`src/rtl/cs_pkg.sv`:
```
// Shared types and constants for the writable control-store loader.
package cs_pkg;

  localparam int CS_ADDR_W = 13;
  localparam int CS_WORD_W = 64;

  localparam logic [CS_ADDR_W-1:0] CS_PROM_BASE = 13'h1000;

  typedef enum logic [1:0] {
    ST_IDLE,
    ST_COLLECT,
    ST_WRITE,
    ST_ADVANCE
  } cs_state_e;

endpackage

```
`src/rtl/cs_ucode_pack.sv`:
```
// Packs four 16-bit halfwords into one microword.
// The quarter index selects which quarter the next halfword lands in.
module cs_ucode_pack
  import cs_pkg::*;
(
  input  logic                 clk,
  input  logic                 rst_n,
  input  logic                 clr,
  input  logic                 wr_en,
  input  logic [15:0]          hw,
  output logic [CS_WORD_W-1:0] word,
  output logic                 last
);

  logic [1:0]           q_q, q_d;
  logic [CS_WORD_W-1:0] word_q, word_d;
  logic [3:0]           qsel;

  always_comb begin
    qsel = 4'b0000;
    unique case (q_q)
      2'd0: qsel = 4'b0001;
      2'd1: qsel = 4'b0010;
      2'd2: qsel = 4'b0100;
      2'd3: qsel = 4'b1000;
      default: qsel = 4'b0000;
    endcase
  end

  always_comb begin
    word_d = word_q;
    for (int i = 0; i < 4; i++) begin
      if (wr_en && qsel[i]) begin
        word_d[16*i +: 16] = hw;
      end
    end
    q_d = q_q;
    if (clr) begin
      q_d = 2'd0;
    end else if (wr_en) begin
      q_d = q_q + 2'd1;
    end
  end

  always_ff @(posedge clk or negedge rst_n) begin
    if (!rst_n) begin
      q_q    <= 2'd0;
      word_q <= '0;
    end else begin
      q_q    <= q_d;
      word_q <= word_d;
    end
  end

  assign word = word_q;
  assign last = (q_q == 2'd3);

endmodule

```
`src/rtl/cs_ucode_loader.sv`:
```
// Microcode loader: halfword stream in, one control-store write per
// packed 64-bit microword out, at consecutive addresses.
module cs_ucode_loader
  import cs_pkg::*;
#(
  parameter int ADDR_W = CS_ADDR_W,
  parameter int WORD_W = CS_WORD_W
) (
  input  logic              sysclk,
  input  logic              sys_rst_n,
  input  logic              START,
  input  logic              ABORT,
  input  logic [ADDR_W-1:0] BASE_12_0,
  input  logic [ADDR_W-1:0] COUNT_12_0,
  input  logic [15:0]       HW_15_0,
  input  logic              HW_VALID,
  output logic              HW_READY,
  output logic [ADDR_W-1:0] LUA_12_0,
  output logic [WORD_W-1:0] CSBITS_WR,
  output logic [3:0]        WW_3_0_n,
  output logic              BUSY,
  output logic              DONE,
  output logic              ERR
);

  localparam logic [ADDR_W:0] PROM_LIM =
    (ADDR_W+1)'(CS_PROM_BASE);

  cs_state_e         state_q, state_d;
  logic [ADDR_W-1:0] addr_q, addr_d;
  logic [ADDR_W-1:0] cnt_q, cnt_d;
  logic              hw_ready_q, hw_ready_d;
  logic [3:0]        ww_q, ww_d;
  logic              busy_q, busy_d;
  logic              done_q, done_d;
  logic              err_q, err_d;

  logic              xfer;
  logic              pk_wr;
  logic              q_clr;
  logic              q_last;
  logic              cnt_zero;
  logic              cnt_last;
  logic              range_err;
  logic [ADDR_W:0]   last_addr;
  logic [CS_WORD_W-1:0] pk_word;

  assign xfer     = HW_VALID && (state_q == ST_COLLECT);
  assign pk_wr    = xfer && !ABORT;
  assign cnt_zero = (COUNT_12_0 == '0);
  assign cnt_last = (cnt_q == ADDR_W'(1));

  // Last address computed one bit wider so a carry into the PROM half shows.
  assign last_addr = {1'b0, BASE_12_0} + {1'b0, COUNT_12_0}
                   - (ADDR_W+1)'(1);
  assign range_err = !cnt_zero && (last_addr >= PROM_LIM);

  always_ff @(posedge sysclk or negedge sys_rst_n) begin
    if (!sys_rst_n) begin
      state_q <= ST_IDLE;
    end else begin
      state_q <= state_d;
    end
  end

  always_comb begin
    state_d = state_q;
    unique case (state_q)
      ST_IDLE: begin
        if (START && !range_err && !cnt_zero) begin
          state_d = ST_COLLECT;
        end
      end
      ST_COLLECT: begin
        if (ABORT) begin
          state_d = ST_IDLE;
        end else if (xfer && q_last) begin
          state_d = ST_WRITE;
        end
      end
      ST_WRITE: begin
        state_d = ABORT ? ST_IDLE : ST_ADVANCE;
      end
      ST_ADVANCE: begin
        if (ABORT || cnt_last) begin
          state_d = ST_IDLE;
        end else begin
          state_d = ST_COLLECT;
        end
      end
      default: state_d = ST_IDLE;
    endcase
  end

  always_comb begin
    addr_d = addr_q;
    cnt_d  = cnt_q;
    done_d = 1'b0;
    err_d  = 1'b0;
    q_clr  = 1'b0;
    unique case (state_q)
      ST_IDLE: begin
        if (START) begin
          if (range_err) begin
            err_d = 1'b1;
          end else if (cnt_zero) begin
            done_d = 1'b1;
          end else begin
            addr_d = BASE_12_0;
            cnt_d  = COUNT_12_0;
            q_clr  = 1'b1;
          end
        end
      end
      ST_ADVANCE: begin
        q_clr = 1'b1;
        if (ABORT) begin
          err_d = 1'b1;
        end else begin
          addr_d = addr_q + ADDR_W'(1);
          cnt_d  = cnt_q - ADDR_W'(1);
          done_d = cnt_last;
        end
      end
      default: begin
        if (ABORT) begin
          err_d = 1'b1;
          q_clr = 1'b1;
        end
      end
    endcase
    // Outputs are registered from the next state so they align with it.
    hw_ready_d = (state_d == ST_COLLECT);
    busy_d     = (state_d != ST_IDLE);
    ww_d       = (state_d == ST_WRITE) ? 4'b0000 : 4'b1111;
  end

  always_ff @(posedge sysclk or negedge sys_rst_n) begin
    if (!sys_rst_n) begin
      addr_q     <= '0;
      cnt_q      <= '0;
      hw_ready_q <= 1'b0;
      ww_q       <= 4'b1111;
      busy_q     <= 1'b0;
      done_q     <= 1'b0;
      err_q      <= 1'b0;
    end else begin
      addr_q     <= addr_d;
      cnt_q      <= cnt_d;
      hw_ready_q <= hw_ready_d;
      ww_q       <= ww_d;
      busy_q     <= busy_d;
      done_q     <= done_d;
      err_q      <= err_d;
    end
  end

  cs_ucode_pack u_pack (
    .clk   (sysclk),
    .rst_n (sys_rst_n),
    .clr   (q_clr),
    .wr_en (pk_wr),
    .hw    (HW_15_0),
    .word  (pk_word),
    .last  (q_last)
  );

  assign HW_READY  = hw_ready_q;
  assign WW_3_0_n  = ww_q;
  assign LUA_12_0  = addr_q;
  assign CSBITS_WR = WORD_W'(pk_word);
  assign BUSY      = busy_q;
  assign DONE      = done_q;
  assign ERR       = err_q;

endmodule
```
`config.mk`:
```
export PLATFORM = sky130hd
export DESIGN_NAME = cs_ucode_loader
export DESIGN_NICKNAME = d
export VERILOG_FILES = /design/src/rtl/cs_pkg.sv /design/src/rtl/cs_ucode_pack.sv /design/src/rtl/cs_ucode_loader.sv
export SDC_FILE = /design/constraint.sdc
export NUM_CORES = 1
export LEC_CHECK = 0
export ABC_CLOCK_PERIOD_IN_PS = 7400
export CAP_MARGIN = 25
export CORE_ASPECT_RATIO = 0.75
export CORE_UTILIZATION = 54
export DETAILED_ROUTE_END_ITERATION = 8
export PLACE_DENSITY_LB_ADDON = 0.1
export SYNTH_ARGS = -nofsm -noshare
export SYNTH_HDL_FRONTEND = slang
export SYNTH_SLANG_ARGS = --single-unit
```
`constraint.sdc`:
```
create_clock -name sysclk -period 7.4 [get_ports sysclk]
set_input_delay 1.85 -clock sysclk [delete_from_list [all_inputs] [get_ports sysclk]]
set_output_delay 1.85 -clock sysclk [all_outputs]
set_load 0.05 [all_outputs]
```
# Yosys cells after proc, flatten, opt, wreduce, memory -nomap -nowiden
# Index checks and enable logic that the tools add are counted.
# word_totals
out_inout_bits	85
in_bits	47
reg_bits	102
# classes
order_cmp	1
muxes	33
add_sub_neg	5
eq_ne	13
reduce_logical	21
# op_table
op	count
two-way mux 13 bit	8
case mux 13 bit (2 select lines)	2
case mux 4 bit (4 select lines)	1
adder 13 x 13 -> 14 bit	1
>= comparator 14 x 13 -> 1 bit, second input constant	1
subtractor 14 x 1 -> 14 bit, second input constant	1
adder 13 x 1 -> 13 bit, second input constant	1
== test 13 x 1 -> 1 bit, second input constant	1
zero test 13 bit	1
subtractor 13 x 1 -> 13 bit, second input constant	1
two-way mux 1 bit	12
two-way mux 2 bit	6
== test 2 bit, second input constant	5
logical AND 1 bit	10
inequality test 2 bit, second input constant	4
case mux 2 bit (4 select lines)	1
== test 2 x 1 -> 1 bit, second input constant	3
nonzero test 2 bit	3
AND reduction 5 bit	1
zero test 2 bit	2
two-way mux 4 bit	1
case mux 1 bit (2 select lines)	2
zero test 1 bit	3
adder 2 x 1 -> 2 bit, second input constant	1
logical OR 1 bit	1

# Depth between registers and ports, before layout
# Gate-level depths: netlist of the first run.
# logic_depth
depth_word	11
depth_mapped	15

# Cells and area by module
# A second synthesis of the first run with hierarchy kept.
# hier_totals
cells_unflattened	509
hier_area_um2	5640.4
# modules_own_cells
module	seq_area_each_um2	area_each_um2	instances	cells_each
cs_ucode_loader	827.0	2850.2	1	359
cs_ucode_pack	1651.6	2790.2	1	150

# Least setup slack after synthesis of the first run
# No wires, ideal clock.
# synth_path
kind	input to register
startpoint	input port BASE_12_0[1]
endpoint	register addr_q[2] (netlist: LUA_12_0[2])
stages	15
arrival_time_ps	4150
path_buffers	2
slack_ps	3163
t_required_ps	7313
cell_sequence	inv_1 > ha_1 > inv_1 > ha_1 > inv_1 > fa_1 > nand3b_1 > a21oi_1 > o311ai_0 > and3_1 > o21ai_1 > buf_2 > buf_2 > nand3_1 > o211ai_1
# synth_via
elab_chain_len	6
# synth_lines
element	line	text
from (decl)	cs_ucode_loader.sv:13	input logic [ADDR_W-1:0] BASE_12_0,
adder 13 x 13 -> 14 bit	cs_ucode_loader.sv:54	assign last_addr = {1'b0, BASE_12_0} + {1'b0, COUNT_12_0}
subtractor 14 x 1 -> 14 bit	cs_ucode_loader.sv:55	- (ADDR_W+1)'(1);
>= comparator 14 x 13 -> 1 bit	cs_ucode_loader.sv:56	assign range_err = !cnt_zero && (last_addr >= PROM_LIM);
logical AND 1 bit	cs_ucode_loader.sv:56	
inequality test 2 bit (no line)	n/a	
AND reduction 5 bit (no line)	n/a	
to (signal assigned)	cs_ucode_loader.sv:148	addr_q <= addr_d;
to (decl)	cs_ucode_loader.sv:30	logic [ADDR_W-1:0] addr_q, addr_d;
# No other way between the ends.
# A chain may end at the register's enable or synchronous reset.

# Final worst setup path of the first run
# layout_path
startpoint	input port COUNT_12_0[1]
endpoint	register addr_q[6] (netlist: LUA_12_0[6])
# layout_via
elab_chain_len	6
word_cells_on_any_way	9
# layout_lines
element	line	text
from (decl)	cs_ucode_loader.sv:14	input logic [ADDR_W-1:0] COUNT_12_0,
adder 13 x 13 -> 14 bit	cs_ucode_loader.sv:54	
subtractor 14 x 1 -> 14 bit	cs_ucode_loader.sv:55	
>= comparator 14 x 13 -> 1 bit	cs_ucode_loader.sv:56	
logical AND 1 bit	cs_ucode_loader.sv:56	
inequality test 2 bit (no line)	n/a	
AND reduction 5 bit (no line) *	n/a	
# Mark *: on every way between the ends. The rest lies on a longest branch, timed or not.

==> impl_metrics.xml, run 1 <==
<?xml version="1.0" encoding="UTF-8"?>
<metrics>
  <group name="sta">
    <metric name="worst_pin_slew" unit="ns">0.982</metric>
    <metric name="skew" unit="ns">0.0104</metric>
    <metric name="rsz0062_at_grt" unit="">no</metric>
    <metric name="timing_max_transition_violations_final" unit="">0</metric>
    <metric name="timing.final.crit_period" unit="ns">5.33</metric>
    <metric name="final_setup_violations" unit="">0</metric>
    <metric name="max_freq" unit="GHz">0.188</metric>
    <metric name="final_hold_viol_count" unit="">0</metric>
    <metric name="slew-limit-headroom" unit="%">34.3</metric>
    <metric name="final.period_utilization" unit="%">72.0</metric>
    <metric name="setup_tns" unit="ns">0</metric>
  </group>
  <group name="clocking">
    <metric name="tritoncts_num_sinks" unit="">99</metric>
    <metric name="cts_tree" unit="">yes</metric>
    <metric name="postCtsSetupBuffers" unit="">0</metric>
    <metric name="clkTransAtPathRegs" unit="ns">0.07</metric>
    <metric name="clk_root_buffer_cell" unit="">sky130_fd_sc_hd__clkbuf_16</metric>
    <metric name="htree_levels" unit="">3</metric>
    <metric name="clock_tree.buffer_depth" unit="">2</metric>
    <metric name="numCtsBuffers" unit="">9</metric>
    <metric name="worstSkewPairLatency" unit="ns">0.34</metric>
    <metric name="cts.hold.buffers_added" unit="">0</metric>
    <metric name="cts-resized-gates" unit="">0</metric>
  </group>
  <group name="critical_path">
    <metric name="critical_path.startpoint_type" unit="">input pin</metric>
    <metric name="highest_net_fanout_along_the_worst_path" unit="">25</metric>
    <metric name="critical_path.most_common_cell" unit="">sky130_fd_sc_hd__inv_1</metric>
    <metric name="critical_path.endpoint_type" unit="">flip-flop</metric>
    <metric name="crit_arrival" unit="ns">5.57</metric>
    <metric name="slowest_stage" unit="">sky130_fd_sc_hd__clkdlybuf4s50_1</metric>
    <metric name="crit_buf_inv" unit="">5</metric>
    <metric name="worst_path_dominant_cell_family" unit="">buffers and inverters</metric>
    <metric name="timing.critical_path.slowest_cell_delay" unit="ns">0.53</metric>
    <metric name="critical_path.cell_chain" unit="">clkdlybuf4s50_1 &gt; inv_1 &gt; ha_1 &gt; inv_1 &gt; ha_1 &gt; inv_1 &gt; fa_1 &gt; nand3b_1 &gt; a21oi_1 &gt; o311ai_0 &gt; and3_1 &gt; o21ai_2 &gt; buf_4 &gt; mux2_1 &gt; a311oi_1</metric>
    <metric name="worst-endpoint-required" unit="ns">7.64</metric>
    <metric name="crit_type" unit="">input pin to flip-flop</metric>
  </group>
  <group name="logic_synthesis">
    <metric name="synth.avg_cell_area" unit="µm²">10.5</metric>
    <metric name="synthDominantAreaCellType" unit="">sky130_fd_sc_hd__dfrtp_1</metric>
    <metric name="synth_warnings" unit="">0</metric>
    <metric name="synth_area_leaders" unit="">sky130_fd_sc_hd__dfrtp_1 46%, sky130_fd_sc_hd__ha_1 8.4%, sky130_fd_sc_hd__mux2_2 8.4%</metric>
    <metric name="synthFlopType" unit="">sky130_fd_sc_hd__dfrtp_1</metric>
    <metric name="synthDistinctLibCells" unit="">55</metric>
    <metric name="synthCells" unit="">510</metric>
    <metric name="syn_nets" unit="">594</metric>
    <metric name="post-synth-top-area-fraction" unit="%">45.8</metric>
    <metric name="synth_cell_area" unit="µm²">5350</metric>
    <metric name="synth-async-reset-ratio" unit="%">100</metric>
    <metric name="synth-edff-count" unit="">0</metric>
    <metric name="synth.yosys.seq_area_share" unit="%">46.3</metric>
    <metric name="synth_seq_cells" unit="">99</metric>
  </group>
  <group name="worst_hold_path">
    <metric name="worst_hold_path_type" unit="">flip-flop to flip-flop</metric>
  </group>
  <group name="floorplanning">
    <metric name="placementRows" unit="">31</metric>
    <metric name="height_of_the_die" unit="µm">88.2</metric>
    <metric name="initial_utilization" unit="%">55.4</metric>
    <metric name="die_area" unit="µm²">10300</metric>
    <metric name="die_width" unit="µm">117</metric>
    <metric name="floorplan.core_area" unit="µm²">9660</metric>
    <metric name="io-pin-count" unit="">132</metric>
  </group>
  <group name="global_route">
    <metric name="antenna_found_initial" unit="">0</metric>
    <metric name="grt_start_max_net_pins" unit="">63</metric>
    <metric name="grt_pass1_wl" unit="mm">20.2</metric>
    <metric name="vias_in_the_first_global_route" unit="">4076</metric>
    <metric name="grt-ovfl-total" unit="">0</metric>
    <metric name="grt_usage" unit="%">25.9</metric>
  </group>
  <group name="drt">
    <metric name="drt_iter0_markers" unit="">252</metric>
    <metric name="drc" unit="">0</metric>
    <metric name="wl" unit="mm">12.9</metric>
    <metric name="vias" unit="">4357</metric>
    <metric name="drt-wirelength-per-cell" unit="µm">16.6</metric>
    <metric name="viasPerCell" unit="">5.63</metric>
    <metric name="drt_first_pass_iters" unit="">4</metric>
    <metric name="ant_nets_after_route" unit="">0</metric>
  </group>
  <group name="power_and_ir_drop">
    <metric name="pwr_density_cell" unit="nW/µm²">414</metric>
    <metric name="power.leakage" unit="nW">3.25</metric>
    <metric name="fin_total_pwr" unit="mW">2.93</metric>
    <metric name="vdd_ir_drop_max" unit="µV">315</metric>
  </group>
  <group name="outcome">
    <metric name="outcome" unit="">completed</metric>
  </group>
  <group name="cells_and_area">
    <metric name="design.final.nets" unit="">721</metric>
    <metric name="area_growth_syn_to_layout" unit="%">32.2</metric>
    <metric name="antennaDiodeCount" unit="">0</metric>
    <metric name="layout-drive-gt1-share" unit="%">10.9</metric>
  </group>
  <group name="place">
    <metric name="place.detailed.hpwl" unit="mm">9.46</metric>
    <metric name="finalWeightedCongestion" unit="">0.861</metric>
    <metric name="place.port_buffers" unit="">131</metric>
  </group>
  <group name="flow_run">
    <metric name="max-cap-violations" unit="">0</metric>
  </group>
</metrics>
## through the flow
step                      util, %  setup WS (ns)  cells  cell area [µm²]  hold slack [ns]
after CTS                    73.3           2.09    774             7080            0.495
final                        73.3           2.07    774             7080            0.491
after detailed placement     70.1           1.73    758             6770            0.480
after global placement       70.1           1.97    758             6770            0.474
after floorplan                 -           3.16    510             5350            0.474
after global routing         73.3           1.76    774             7080            0.516
## synthesized netlist by cell type, drive strengths merged (2+ instances only)
master and number:
or4 2, o211a 2, inv 66, mux2 66
nor3 14, nand2 25, a21oi 30, nand4 4
or3 5, buf 7, nand2b 2, nor4 3
nor2b 5, a22o 5, clkbuf 12, dfrtp 98
a21o 4, o211ai 5, mux2i 3, nand3 16
a211oi 4, o21ai 20, nor2 30, ha 36
o22ai 8, and4 6, and3 7, o32ai 7
## sequential cells by signal (all words and copies together) (netlist names)
signal and cells:
state_q 2, cnt_q 13, DONE 1, LUA_12_0 13, u_pack.q_q 2, ERR 1
BUSY 1, WW_3_0_n 1, HW_READY 1, u_pack.word 64
## layout by cell type (no fill, tap or decap), types with 3 or more instances in the layout
master / netlist / layout
sky130_fd_sc_hd__a211oi_1: 4 / 4
sky130_fd_sc_hd__a21o_1: 4 / 4
sky130_fd_sc_hd__a21oi_1: 30 / 30
sky130_fd_sc_hd__a22o_1: 5 / 5
sky130_fd_sc_hd__and3_1: 7 / 7
sky130_fd_sc_hd__and4_1: 6 / 6
sky130_fd_sc_hd__buf_4: 3 / 5
sky130_fd_sc_hd__clkbuf_16: 0 / 9
sky130_fd_sc_hd__clkdlybuf4s50_1: 0 / 130
sky130_fd_sc_hd__dfrtp_1: 98 / 98
sky130_fd_sc_hd__ha_1: 36 / 36
sky130_fd_sc_hd__inv_1: 66 / 66
sky130_fd_sc_hd__mux2_1: 26 / 26
sky130_fd_sc_hd__mux2_2: 40 / 40
sky130_fd_sc_hd__mux2i_1: 3 / 3
sky130_fd_sc_hd__nand2_1: 25 / 25
sky130_fd_sc_hd__nand3_1: 15 / 15
sky130_fd_sc_hd__nand4_1: 4 / 4
sky130_fd_sc_hd__nor2_1: 28 / 28
sky130_fd_sc_hd__nor2b_1: 5 / 5
sky130_fd_sc_hd__nor3_1: 14 / 14
sky130_fd_sc_hd__nor4_1: 3 / 3
sky130_fd_sc_hd__o211ai_1: 5 / 5
sky130_fd_sc_hd__o21ai_0: 14 / 14
sky130_fd_sc_hd__o21ai_1: 6 / 5
sky130_fd_sc_hd__o22ai_1: 8 / 8
sky130_fd_sc_hd__o32ai_1: 7 / 7
## final cells by class
type,count,area [µm²]
Fill cell,687,2580
Multi-Input combinational cell,326,2540
Sequential cell,99,2480
Timing Repair Buffer,135,1340
Inverter,66,248
Clock buffer,10,229
Tap cell,132,165
Clock inverter,6,73.8
## where the power goes
part | total (mW) | switching, mW | internal, mW
Combinational | 1.55 | 1.00 | 0.548
Clock | 0.474 | 0.207 | 0.266
Sequential | 0.906 | 0.153 | 0.753
Total | 2.93 | 1.36 | 1.57
## worst paths after layout
check	from	end	slack [ns]	depth (start not counted)
worst max register to register	state_q[1]	LUA_12_0[6]	4.27	10
min in group asynchronous	sys_rst_n	cnt_q[8]	1.48	1
worst max-delay path	COUNT_12_0[1]	LUA_12_0[6]	2.07	15
max in group asynchronous	sys_rst_n	u_pack.word[43]	4.78	2
worst min-delay path	u_pack.word[21]	u_pack.word[21]	0.49	1
worst min register to register	u_pack.word[21]	u_pack.word[21]	0.49	1
## per-layer routing
metal / track usage, % / up-vias / wire [µm]
li1: - / 2052 / -
met4: 5.87 / 0 / 112
met2: 39.9 / 165 / 5820
met3: 7.12 / 13 / 928
met5: 0 / - / 0
met1: 36.7 / 2127 / 6000
## cells by family after synthesis
| kind of cell | Yosys count | share of synthesized area (%) |
|---|---|---|
| AND/OR/NAND/NOR | 122 | 12.0 |
| flip-flops | 99 | 46.3 |
| AO/OA/AOI/OAI | 96 | 11.9 |
| buffers and inverters | 85 | 6.26 |
| multiplexers | 69 | 14.4 |
| adder cells (fa/ha/maj) | 37 | 8.79 |
| XOR/XNOR | 2 | 0.327 |
No activity file was read; power rests on OpenSTA's default activity.
==> inputs of run 2 (changes only) <==
--- a/config.mk
+++ b/config.mk
@@ -5,10 +5,10 @@
 export SDC_FILE = /design/constraint.sdc
 export NUM_CORES = 1
 export LEC_CHECK = 0
-export ABC_CLOCK_PERIOD_IN_PS = 7400
+export ABC_CLOCK_PERIOD_IN_PS = 4600
 export CAP_MARGIN = 25
 export CORE_ASPECT_RATIO = 0.75
-export CORE_UTILIZATION = 54
+export CORE_UTILIZATION = 45
 export DETAILED_ROUTE_END_ITERATION = 8
 export PLACE_DENSITY_LB_ADDON = 0.1
 export SYNTH_ARGS = -nofsm -noshare
==> constraint.sdc (replaced) <==
create_clock -name sysclk -period 4.6 [get_ports sysclk]
set_input_delay 1.15 -clock sysclk [delete_from_list [all_inputs] [get_ports sysclk]]
set_output_delay 1.15 -clock sysclk [all_outputs]
set_load 0.05 [all_outputs]
==> run 2 against run 1 <==
- hold slack improved by 0.0016 ns
- first-iteration DRC count rose by 16%
- sequential power rose by 62%
- die area rose by 20%
- non-clock buffer count rose by 2
- routed wire length rose by 4.1%
- clock-buffer cell count did not move
- clock power rose by 62%
- design area rose by 0.73%
- combinational power rose by 60%
- register-to-register slack got worse by 2.2 ns
- largest cell class unchanged
- critical endpoint is now cnt_q[3]
- critical path depth did not move
==> impl_metrics.xml, run 2 (synthesis results as in run 1) <==
<?xml version="1.0" encoding="UTF-8"?>
<metrics>
  <group name="power_and_ir_drop">
    <metric name="power.sequential.fraction" unit="%">31.1</metric>
    <metric name="vdd_ir_drop_max" unit="µV">473</metric>
    <metric name="netSwitchingFraction" unit="%">46.5</metric>
    <metric name="internal-power" unit="mW">2.53</metric>
    <metric name="power.share.combinational" unit="%">52.7</metric>
    <metric name="pwr_density_cell" unit="nW/µm²">662</metric>
    <metric name="power.net_switching" unit="mW">2.19</metric>
    <metric name="power.leakage" unit="nW">3.26</metric>
    <metric name="clkPwrFrac" unit="%">16.3</metric>
  </group>
  <group name="clocking">
    <metric name="cts-resized-gates" unit="">0</metric>
    <metric name="htree_levels" unit="">3</metric>
    <metric name="cts.hold.buffers_added" unit="">0</metric>
    <metric name="tritoncts_num_sinks" unit="">99</metric>
    <metric name="clk_root_buffer_cell" unit="">sky130_fd_sc_hd__clkbuf_16</metric>
    <metric name="postCtsSetupBuffers" unit="">0</metric>
    <metric name="clock_tree.buffer_depth" unit="">2</metric>
    <metric name="worstSkewPairLatency" unit="ns">0.34</metric>
    <metric name="clkTransAtPathRegs" unit="ns">0.07</metric>
    <metric name="numCtsBuffers" unit="">9</metric>
    <metric name="cts_tree" unit="">yes</metric>
  </group>
  <group name="global_route">
    <metric name="grt-ovfl-total" unit="">0</metric>
    <metric name="antenna_found_initial" unit="">0</metric>
    <metric name="grt_pass1_wl" unit="mm">21.6</metric>
    <metric name="vias_in_the_first_global_route" unit="">4101</metric>
    <metric name="grt_usage" unit="%">22.8</metric>
    <metric name="grt_start_max_net_pins" unit="">52</metric>
  </group>
  <group name="drt">
    <metric name="vias" unit="">4280</metric>
    <metric name="viasPerCell" unit="">5.31</metric>
    <metric name="drc" unit="">0</metric>
    <metric name="ant_nets_after_route" unit="">0</metric>
    <metric name="drt_first_pass_iters" unit="">5</metric>
    <metric name="drt_iter0_markers" unit="">293</metric>
    <metric name="wl" unit="mm">13.4</metric>
    <metric name="drt-wirelength-per-cell" unit="µm">16.6</metric>
  </group>
  <group name="cells_and_area">
    <metric name="antennaDiodeCount" unit="">0</metric>
    <metric name="design.final.nets" unit="">723</metric>
    <metric name="area_growth_syn_to_layout" unit="%">33.1</metric>
    <metric name="number_of_flip_flops_in_the_largest_register" unit="">64</metric>
    <metric name="mostFrequentLayoutCells" unit="">130 x sky130_fd_sc_hd__clkdlybuf4s50_1, 98 x sky130_fd_sc_hd__dfrtp_1, 66 x sky130_fd_sc_hd__inv_1</metric>
    <metric name="layout-drive-gt1-share" unit="%">11.2</metric>
    <metric name="fill_cells" unit="">963</metric>
    <metric name="leading_cell_type_in_the_layout_fill_and_taps_excluded" unit="">sky130_fd_sc_hd__clkdlybuf4s50_1</metric>
  </group>
  <group name="sta">
    <metric name="finalWorstSetupSlack" unit="ns">0.508</metric>
    <metric name="max_freq" unit="GHz">0.244</metric>
    <metric name="skew" unit="ns">0.00896</metric>
    <metric name="timing_max_transition_violations_final" unit="">0</metric>
    <metric name="final_hold_viol_count" unit="">0</metric>
    <metric name="rsz0062_at_grt" unit="">no</metric>
    <metric name="setup_tns" unit="ns">0</metric>
    <metric name="final_setup_violations" unit="">0</metric>
    <metric name="worst_pin_slew" unit="ns">0.994</metric>
    <metric name="timing.final.crit_period" unit="ns">4.09</metric>
    <metric name="final.period_utilization" unit="%">89.0</metric>
    <metric name="slew-limit-headroom" unit="%">33.6</metric>
  </group>
  <group name="floorplanning">
    <metric name="die_width" unit="µm">128</metric>
    <metric name="io-pin-count" unit="">132</metric>
    <metric name="die_area" unit="µm²">12300</metric>
    <metric name="height_of_the_die" unit="µm">96.5</metric>
    <metric name="floorplan.core_area" unit="µm²">11600</metric>
    <metric name="initial_utilization" unit="%">46.3</metric>
    <metric name="placementRows" unit="">34</metric>
  </group>
  <group name="critical_path">
    <metric name="critical_path.endpoint_type" unit="">flip-flop</metric>
    <metric name="crit_arrival" unit="ns">4.32</metric>
    <metric name="critical_path.most_common_cell" unit="">sky130_fd_sc_hd__inv_1</metric>
    <metric name="timing.critical_path.slowest_cell_delay" unit="ns">0.53</metric>
    <metric name="critical_path.cell_chain" unit="">clkdlybuf4s50_1 &gt; inv_1 &gt; ha_1 &gt; inv_1 &gt; ha_1 &gt; inv_1 &gt; fa_1 &gt; nand3b_1 &gt; a21oi_1 &gt; o311ai_0 &gt; and3_1 &gt; o21ai_2 &gt; buf_4 &gt; o21ai_0 &gt; a22o_1</metric>
    <metric name="crit_type" unit="">input pin to flip-flop</metric>
    <metric name="worst-endpoint-required" unit="ns">4.82</metric>
    <metric name="critical_path.startpoint_type" unit="">input pin</metric>
    <metric name="slowest_stage" unit="">sky130_fd_sc_hd__clkdlybuf4s50_1</metric>
    <metric name="highest_net_fanout_along_the_worst_path" unit="">23</metric>
  </group>
  <group name="outcome">
    <metric name="outcome" unit="">completed</metric>
  </group>
  <group name="worst_hold_path">
    <metric name="worst_hold_path_type" unit="">flip-flop to flip-flop</metric>
  </group>
  <group name="place">
    <metric name="finalWeightedCongestion" unit="">0.827</metric>
    <metric name="place.detailed.hpwl" unit="mm">9.80</metric>
    <metric name="place.port_buffers" unit="">131</metric>
    <metric name="post-place-ws" unit="ns">0.195</metric>
  </group>
  <group name="flow_run">
    <metric name="max-cap-violations" unit="">0</metric>
  </group>
</metrics>
-- run 2: cell count changes in the layout (fill, tap and decap cells not counted), sizes merged --
cell / change
buf: +2
clkinv: -1
clkinvlp: +1
-- run 2: power groups by stage --
stage / combinational, mW / sequential [mW] / clock [mW]
final: 2.48 / 1.47 / 0.767
after detailed placement: 2.49 / 1.47 / 0
after CTS: 2.49 / 1.46 / 0.789
after floorplan: 0.703 / 2.40 / 0
after global placement: 2.46 / 1.46 / 0
after global routing: 2.64 / 1.51 / 0.826
-- run 2: area by class of cell --
type | instances | area [µm²] | share of cell area [%]
timing repair buffer | 137 | 1350 | 19.0
sequential | 99 | 2480 | 34.8
clock inverter | 6 | 72.6 | 1.02
multi-input combinational | 326 | 2540 | 35.7
inverter | 66 | 248 | 3.48
clock buffer | 10 | 229 | 3.21
tap | 162 | 203 | 2.84
-- run 2: worst paths after layout --
path                       depth (start not counted)  slack (ns)             from               to
setup / recovery                                  15        0.51    COUNT_12_0[1]         cnt_q[3]
hold / removal                                     1        0.49  u_pack.word[26]  u_pack.word[26]
setup reg to reg                                  10        2.05       state_q[1]         cnt_q[3]
hold reg to reg                                    1        0.49  u_pack.word[26]  u_pack.word[26]
max in group asynchronous                          2        2.91        sys_rst_n  u_pack.word[11]
min in group asynchronous                          1        0.85        sys_rst_n         cnt_q[5]
-- run 2: metal layers --
| layer | part of all wire, % | vias to the layer above | track usage (%) | wire, µm |
|---|---|---|---|---|
| met2 | 45 | 136 | 34.2 | 5980 |
| met4 | 1.0 | 0 | 6.57 | 138 |
| met5 | 0 | - | 0 | 0 |
| li1 | - | 2053 | - | - |
| met3 | 4.8 | 13 | 4.63 | 640 |
| met1 | 50 | 2078 | 33.6 | 6630 |
-- run 2: critical path, delay by kind of cell --
kind            cells  cell delay [ns]
compound gates      5             0.96
fa+ha+maj           3             0.78
buf+inv             5             1.02
simple gates        2             0.39
-- run 2: stage by stage --
| step | cell area (µm²) | power, mW | cells | hold WS [ns] | utilization (%) |
|---|---|---|---|---|---|
| 2_1_floorplan | 5350 | 3.10 | 510 | 0.474 | - |
| 3_3_place_gp | 6830 | 3.92 | 790 | 0.475 | 59.0 |
| 3_5_place_dp | 6830 | 3.96 | 790 | 0.481 | 59.0 |
| 4_1_cts | 7130 | 4.75 | 806 | 0.496 | 61.6 |
| 5_1_grt | 7130 | 4.98 | 806 | 0.521 | 61.6 |
| 6_report | 7130 | 4.72 | 806 | 0.493 | 61.6 |
